File: config.mk
export PLATFORM = sky130hd
export DESIGN_NAME = falafel_req_dispatcher
export DESIGN_NICKNAME = d
export VERILOG_FILES = /design/src/rtl/falafel_pkg.sv /design/src/rtl/falafel_req_dispatcher.sv
export SDC_FILE = /design/constraint.sdc
export NUM_CORES = 1
export LEC_CHECK = 0
export BUFFER_PORTS_ARGS = -buffer_cell sky130_fd_sc_hd__buf_4
export CORE_UTILIZATION = 54
export CTS_BUF_LIST = sky130_fd_sc_hd__clkbuf_16
export DETAILED_ROUTE_END_ITERATION = 10
export PLACE_DENSITY = 0.87
export SLEW_MARGIN = 5
export SYNTH_ARGS = -nofsm -noshare
export SYNTH_HDL_FRONTEND = slang
export SYNTH_SLANG_ARGS = --single-unit
File: constraint.sdc
create_clock -name clk_i -period 3.3 [get_ports clk_i]
set_clock_uncertainty 0.15 [all_clocks]
set_input_delay 0.495 -clock clk_i [delete_from_list [all_inputs] [get_ports clk_i]]
set_output_delay 0.495 -clock clk_i [all_outputs]
set_load 0.01 [all_outputs]
File: src/rtl/falafel_pkg.sv
// Shared types for the falafel request path: opcodes, response status codes
// and the dispatcher state encoding.
package falafel_pkg;

    localparam int OP_W     = 2;
    localparam int STATUS_W = 2;

    typedef enum logic [OP_W-1:0] {
        OP_NOP     = 2'b00,
        OP_ALLOC   = 2'b01,
        OP_FREE    = 2'b10,
        OP_ILLEGAL = 2'b11
    } op_e;

    // Code 2'b11 is reserved and never produced by the dispatcher.
    typedef enum logic [STATUS_W-1:0] {
        ST_OK      = 2'b00,
        ST_ILLEGAL = 2'b01,
        ST_TIMEOUT = 2'b10
    } status_e;

    typedef enum logic [1:0] {
        S_IDLE,
        S_ISSUE,
        S_WAIT_RSP,
        S_RESP
    } dispatch_state_e;

endpackage

File: src/rtl/falafel_req_dispatcher.sv
// Pops falafel requests from a show-ahead FIFO, forwards ALLOC/FREE to the
// allocator core and pushes one status+data word per non-NOP request.
module falafel_req_dispatcher
    import falafel_pkg::*;
#(
    parameter int DATA_W         = 16,
    parameter int TIMEOUT_CYCLES = 64,
    parameter int CNT_W          = 8
) (
    input  logic                clk_i,
    input  logic                rst_i,
    input  logic                fifo_empty_i,
    input  logic [DATA_W-1:0]   fifo_rdata_i,
    output logic                fifo_read_o,
    output logic                core_req_valid_o,
    input  logic                core_req_ready_i,
    output logic [1:0]          core_req_op_o,
    output logic [DATA_W-3:0]   core_req_payload_o,
    input  logic                core_rsp_valid_i,
    input  logic [DATA_W-3:0]   core_rsp_data_i,
    input  logic                rsp_full_i,
    output logic                rsp_write_o,
    output logic [DATA_W-1:0]   rsp_wdata_o,
    output logic                busy_o,
    output logic [CNT_W-1:0]    illegal_cnt_o
);

    localparam int PAY_W = DATA_W - OP_W;
    localparam int TMO_W = (TIMEOUT_CYCLES > 1) ? $clog2(TIMEOUT_CYCLES) : 1;
    localparam logic [TMO_W-1:0] TMO_LAST = TMO_W'(TIMEOUT_CYCLES - 1);

    dispatch_state_e   state_q, state_d;
    op_e               op_q, op_d;
    logic [PAY_W-1:0]  payload_q, payload_d;
    status_e           status_q, status_d;
    logic [PAY_W-1:0]  data_q, data_d;
    logic [TMO_W-1:0]  tmo_cnt_q, tmo_cnt_d;
    logic [CNT_W-1:0]  illegal_cnt_q, illegal_cnt_d;
    logic              pop;
    logic              push;

    always_comb begin
        state_d       = state_q;
        op_d          = op_q;
        payload_d     = payload_q;
        status_d      = status_q;
        data_d        = data_q;
        tmo_cnt_d     = tmo_cnt_q;
        illegal_cnt_d = illegal_cnt_q;
        pop           = 1'b0;
        push          = 1'b0;

        case (state_q)
            S_IDLE: begin
                if (!fifo_empty_i) begin
                    pop       = 1'b1;
                    op_d      = op_e'(fifo_rdata_i[DATA_W-1 -: OP_W]);
                    payload_d = fifo_rdata_i[PAY_W-1:0];
                    case (op_d)
                        OP_ALLOC, OP_FREE: state_d = S_ISSUE;
                        OP_ILLEGAL: begin
                            if (illegal_cnt_q != {CNT_W{1'b1}}) begin
                                illegal_cnt_d = illegal_cnt_q + CNT_W'(1);
                            end
                            status_d = ST_ILLEGAL;
                            data_d   = fifo_rdata_i[PAY_W-1:0];
                            state_d  = S_RESP;
                        end
                        default: state_d = S_IDLE;
                    endcase
                end
            end
            S_ISSUE: begin
                if (core_req_ready_i) begin
                    tmo_cnt_d = '0;
                    state_d   = S_WAIT_RSP;
                end
            end
            S_WAIT_RSP: begin
                // A response landing in the final timeout cycle still counts as OK.
                if (core_rsp_valid_i) begin
                    status_d = ST_OK;
                    data_d   = core_rsp_data_i;
                    state_d  = S_RESP;
                end else if (tmo_cnt_q == TMO_LAST) begin
                    status_d = ST_TIMEOUT;
                    data_d   = payload_q;
                    state_d  = S_RESP;
                end else begin
                    tmo_cnt_d = tmo_cnt_q + TMO_W'(1);
                end
            end
            S_RESP: begin
                if (!rsp_full_i) begin
                    push    = 1'b1;
                    state_d = S_IDLE;
                end
            end
            default: state_d = S_IDLE;
        endcase
    end

    always_ff @(posedge clk_i or posedge rst_i) begin
        if (rst_i) begin
            state_q       <= S_IDLE;
            op_q          <= OP_NOP;
            payload_q     <= '0;
            status_q      <= ST_OK;
            data_q        <= '0;
            tmo_cnt_q     <= '0;
            illegal_cnt_q <= '0;
        end else begin
            state_q       <= state_d;
            op_q          <= op_d;
            payload_q     <= payload_d;
            status_q      <= status_d;
            data_q        <= data_d;
            tmo_cnt_q     <= tmo_cnt_d;
            illegal_cnt_q <= illegal_cnt_d;
        end
    end

    // The pop is combinational from the FIFO flag, so it is masked by reset
    // to keep every output low while reset is held.
    assign fifo_read_o        = pop & ~rst_i;
    assign rsp_write_o        = push;
    assign core_req_valid_o   = (state_q == S_ISSUE);
    assign core_req_op_o      = op_q;
    assign core_req_payload_o = payload_q;
    assign rsp_wdata_o        = {status_q, data_q};
    assign busy_o             = (state_q != S_IDLE);
    assign illegal_cnt_o      = illegal_cnt_q;

endmodule

==> results.cfg <==
[status]
status = finished clean

[yosys]
yosysUniqueCellTypes = 35
synth_commonest_cells = dfrtp_1 (48), mux2_2 (23), nor2_1 (22)
ys_ff_latch = 48
synth_most_common_cell = dfrtp_1
syn_inst = 211
synth_top_cell_by_area = dfrtp_1
synthArstFlopShare = 1.000
ys_warn_count = 0
synth_edf_count = 0
avgSynthCellArea_sq_um = 11.76
synth_area_sq_mm = 0.002481
yosys-top-cells-area = dfrtp_1 (48%), mux2_2 (10%), mux2i_1 (6.9%), mux2_4 (6.1%), a21oi_1 (3.6%)
synth_top_area_frac = 0.4841
ys_seq_area_frac = 0.4841
synthFlopType = dfrtp_1
synth_nets = 254

[detailed_routing]
drtIter0Drc = 158
avgViaCountPerCell = 5.538
firstDrtPassIters = 4
route.vias.total = 1894
postRouteWirelength_um = 5710
ant_nets = 0
wl_per_cell_um = 16.70
drc_errors = 0

[setup_path]
worst-path-stages = 5
timing.critical_path.max_delay_family = compound AO/OA/AOI/OAI gates
worstReg2RegEnd = data_q[10]
crit_start = state_q[0]
crit_arrival_ns = 2.55
path_max_fanout = 16
crit_chain = inv_1, ha_1, nand2_1, a22oi_4, mux2_2
critPathBufInv = 1
timing.rr.start = state_q[0]
cp-start-kind = flop
slowest_stage = a22oi_4
rrSetupSlack_ns = 0.78
rr_worst_depth = 5
crit_path_end = data_q[10]
setup.worst_path.end_class = flop
worstSetupPathType = flop to flop
max_stage_delay_ns = 0.64
crit_required_ns = 3.32

[global_routing]
grt_pass1_wl_um = 9370
grt_use_total = 0.2434
grt_max_degree = 49
overflow = 0
antenna_found_initial = 0
grt_pass1_vias = 1983

[pwr]
combPwrFrac = 0.488
power_density_mw_per_mm2 = 909.4
p_sw_frac = 0.3605
p_switching_w = 0.001061
p_seq_frac = 0.341
power.share.clock = 0.171
ir_drop_uv = 551.4
p_leak_nw = 1.591
p_int_w = 0.001882

[cells_and_area]
synthToLayoutAreaGrowth_pct = 30.41
fin_cells = 342
design_area_sq_mm = 0.003236
diodes = 0
fill_cells = 319
drive_gt1_frac = 0.4379
nets = 332

[sta]
fmax_mhz = 396.3
relSlewSlack = 0.3356
setup_violations = 0
slew_viol_final = 0
tightest_slew_ns = 0.9951
tns_ns = 0
fin_crit_sh = 0.7647
rsz0062_at_grt = no
min_period_ns = 2.523
hold_violations = 0

[clock_tree]
cts.sinks = 48
cts-root-buf = clkbuf_16
clk-insertion-delay-late_ns = 0.29
cts-resized-gates = 0
cts_buffer_depth = 2
cts_inserted_buffers = 5
htree_levels = 2
clkTransAtPathRegs_ns = 0.07
cts_tree = done
ctsHoldBuffers = 0
post_cts_buffers = 0

[placement]
dp_hpwl_um = 4048
place_inst = 334
port_buffers = 79
gp_congestion = 0.8298
place_area_sq_mm = 0.003093

[die]
floorplan.rows = 24
die-area_sq_mm = 0.004870
die_h_um = 69.79
fp.dieW_um = 69.79
start_util = 0.5659
ios = 80
coreArea_sq_mm = 0.004384

[job]
maxCapViolCount = 0

[hold_path]
min_path_type = input port to async pin
==> how the worst min path moves through the flow <==
stage,endpoint,slack [ns],cells after the start
floorplan,tmo_cnt_q[0],0.33,1
global placement,illegal_cnt_o[6],0.33,1
detailed placement,status_q[1],0.35,1
CTS,core_req_payload_o[3],0.30,2
global route,core_req_payload_o[1],0.30,2
finish,core_req_payload_o[6],0.30,2
==> area by class of cell <==
type,instances,area (sq um),share of cell area
timing repair buffer,81,608.1,0.1879
clock buffer,5,125.1,0.03867
sequential,48,1201,0.3712
inverter,8,30.03,0.009281
tap,52,65.06,0.02011
multi-input combinational,145,1189,0.3674
clock inverter,3,17.52,0.005414
==> registers in the layout (all words and copies together), names as in the netlist <==
| signal | cells |
|---|---|
| core_req_op_o | 2 |
| core_req_payload_o | 14 |
| data_q | 14 |
| illegal_cnt_o | 8 |
| state_q | 2 |
| status_q | 2 |
| tmo_cnt_q | 6 |
==> logic make-up after synthesis <==
group	count (synthesis)	synth area share
simple gates	51	0.09934
mux	50	0.2335
flops	48	0.4841
compound gates	30	0.08623
buf+inv	18	0.03681
xor+xnor	7	0.02471
fa+ha+maj	7	0.03530
==> power by group through the flow <==
stage	sequential [W]	clock, W	combinational [W]
2_1_floorplan	0.00108	0	0.000800
3_3_place_gp	0.000994	0	0.00138
3_5_place_dp	0.00101	0	0.00143
4_1_cts	0.00100	0.000510	0.00144
5_1_grt	0.00104	0.000525	0.00155
6_report	0.00100	0.000503	0.00144
==> worst register-to-register path: cells and delay by family, from the launching register on <==
| kind | cells | cell delay [ns] |
|---|---|---|
| multiplexers | 1 | 0.41 |
| adder cells (fa/ha/maj) | 1 | 0.50 |
| flip-flops | 1 | 0.40 |
| AO/OA/AOI/OAI | 1 | 0.64 |
| buffers and inverters | 1 | 0.13 |
| AND/OR/NAND/NOR | 1 | 0.18 |
==> metal layers <==
metal | GRT usage | part of all wire | up-vias
met1 | 0.3074 | 0.42 | 919
met2 | 0.4038 | 0.51 | 63
met3 | 0.06831 | 0.057 | 12
met4 | 0.07778 | 0.021 | 0
li1 | - | - | 900
met5 | 0 | 0 | -
==> layout by cell type, fill, tap and decap left out, types with 3 or more instances in the layout <==
cell | Yosys | routed
and3_1 | 3 | 3
nand4_1 | 3 | 3
inv_1 | 8 | 7
dfrtp_1 | 48 | 48
buf_4 | 1 | 81
nand3_1 | 3 | 3
nand2_1 | 9 | 9
mux2i_1 | 17 | 17
ha_1 | 7 | 7
mux2_4 | 10 | 10
mux2_2 | 23 | 23
nor2b_1 | 3 | 3
clkbuf_16 | 0 | 5
a21oi_1 | 18 | 18
nor2_1 | 22 | 22
xnor2_1 | 6 | 6
==> metrics by stage <==
| stage | setup slack, ns | total power, W | util | hold WS (ns) |
|---|---|---|---|---|
| 3_5_place_dp | 0.7884 | 0.002436 | 0.7055 | 0.3466 |
| 2_1_floorplan | 1.310 | 0.001882 | - | 0.3276 |
| 4_1_cts | 0.7722 | 0.002956 | 0.7380 | 0.2974 |
| 5_1_grt | 0.6488 | 0.003111 | 0.7380 | 0.2988 |
| 3_3_place_gp | 0.8798 | 0.002375 | 0.7055 | 0.3349 |
| 6_report | 0.7766 | 0.002943 | 0.7380 | 0.3005 |
Power figures use the tool's default switching activity.
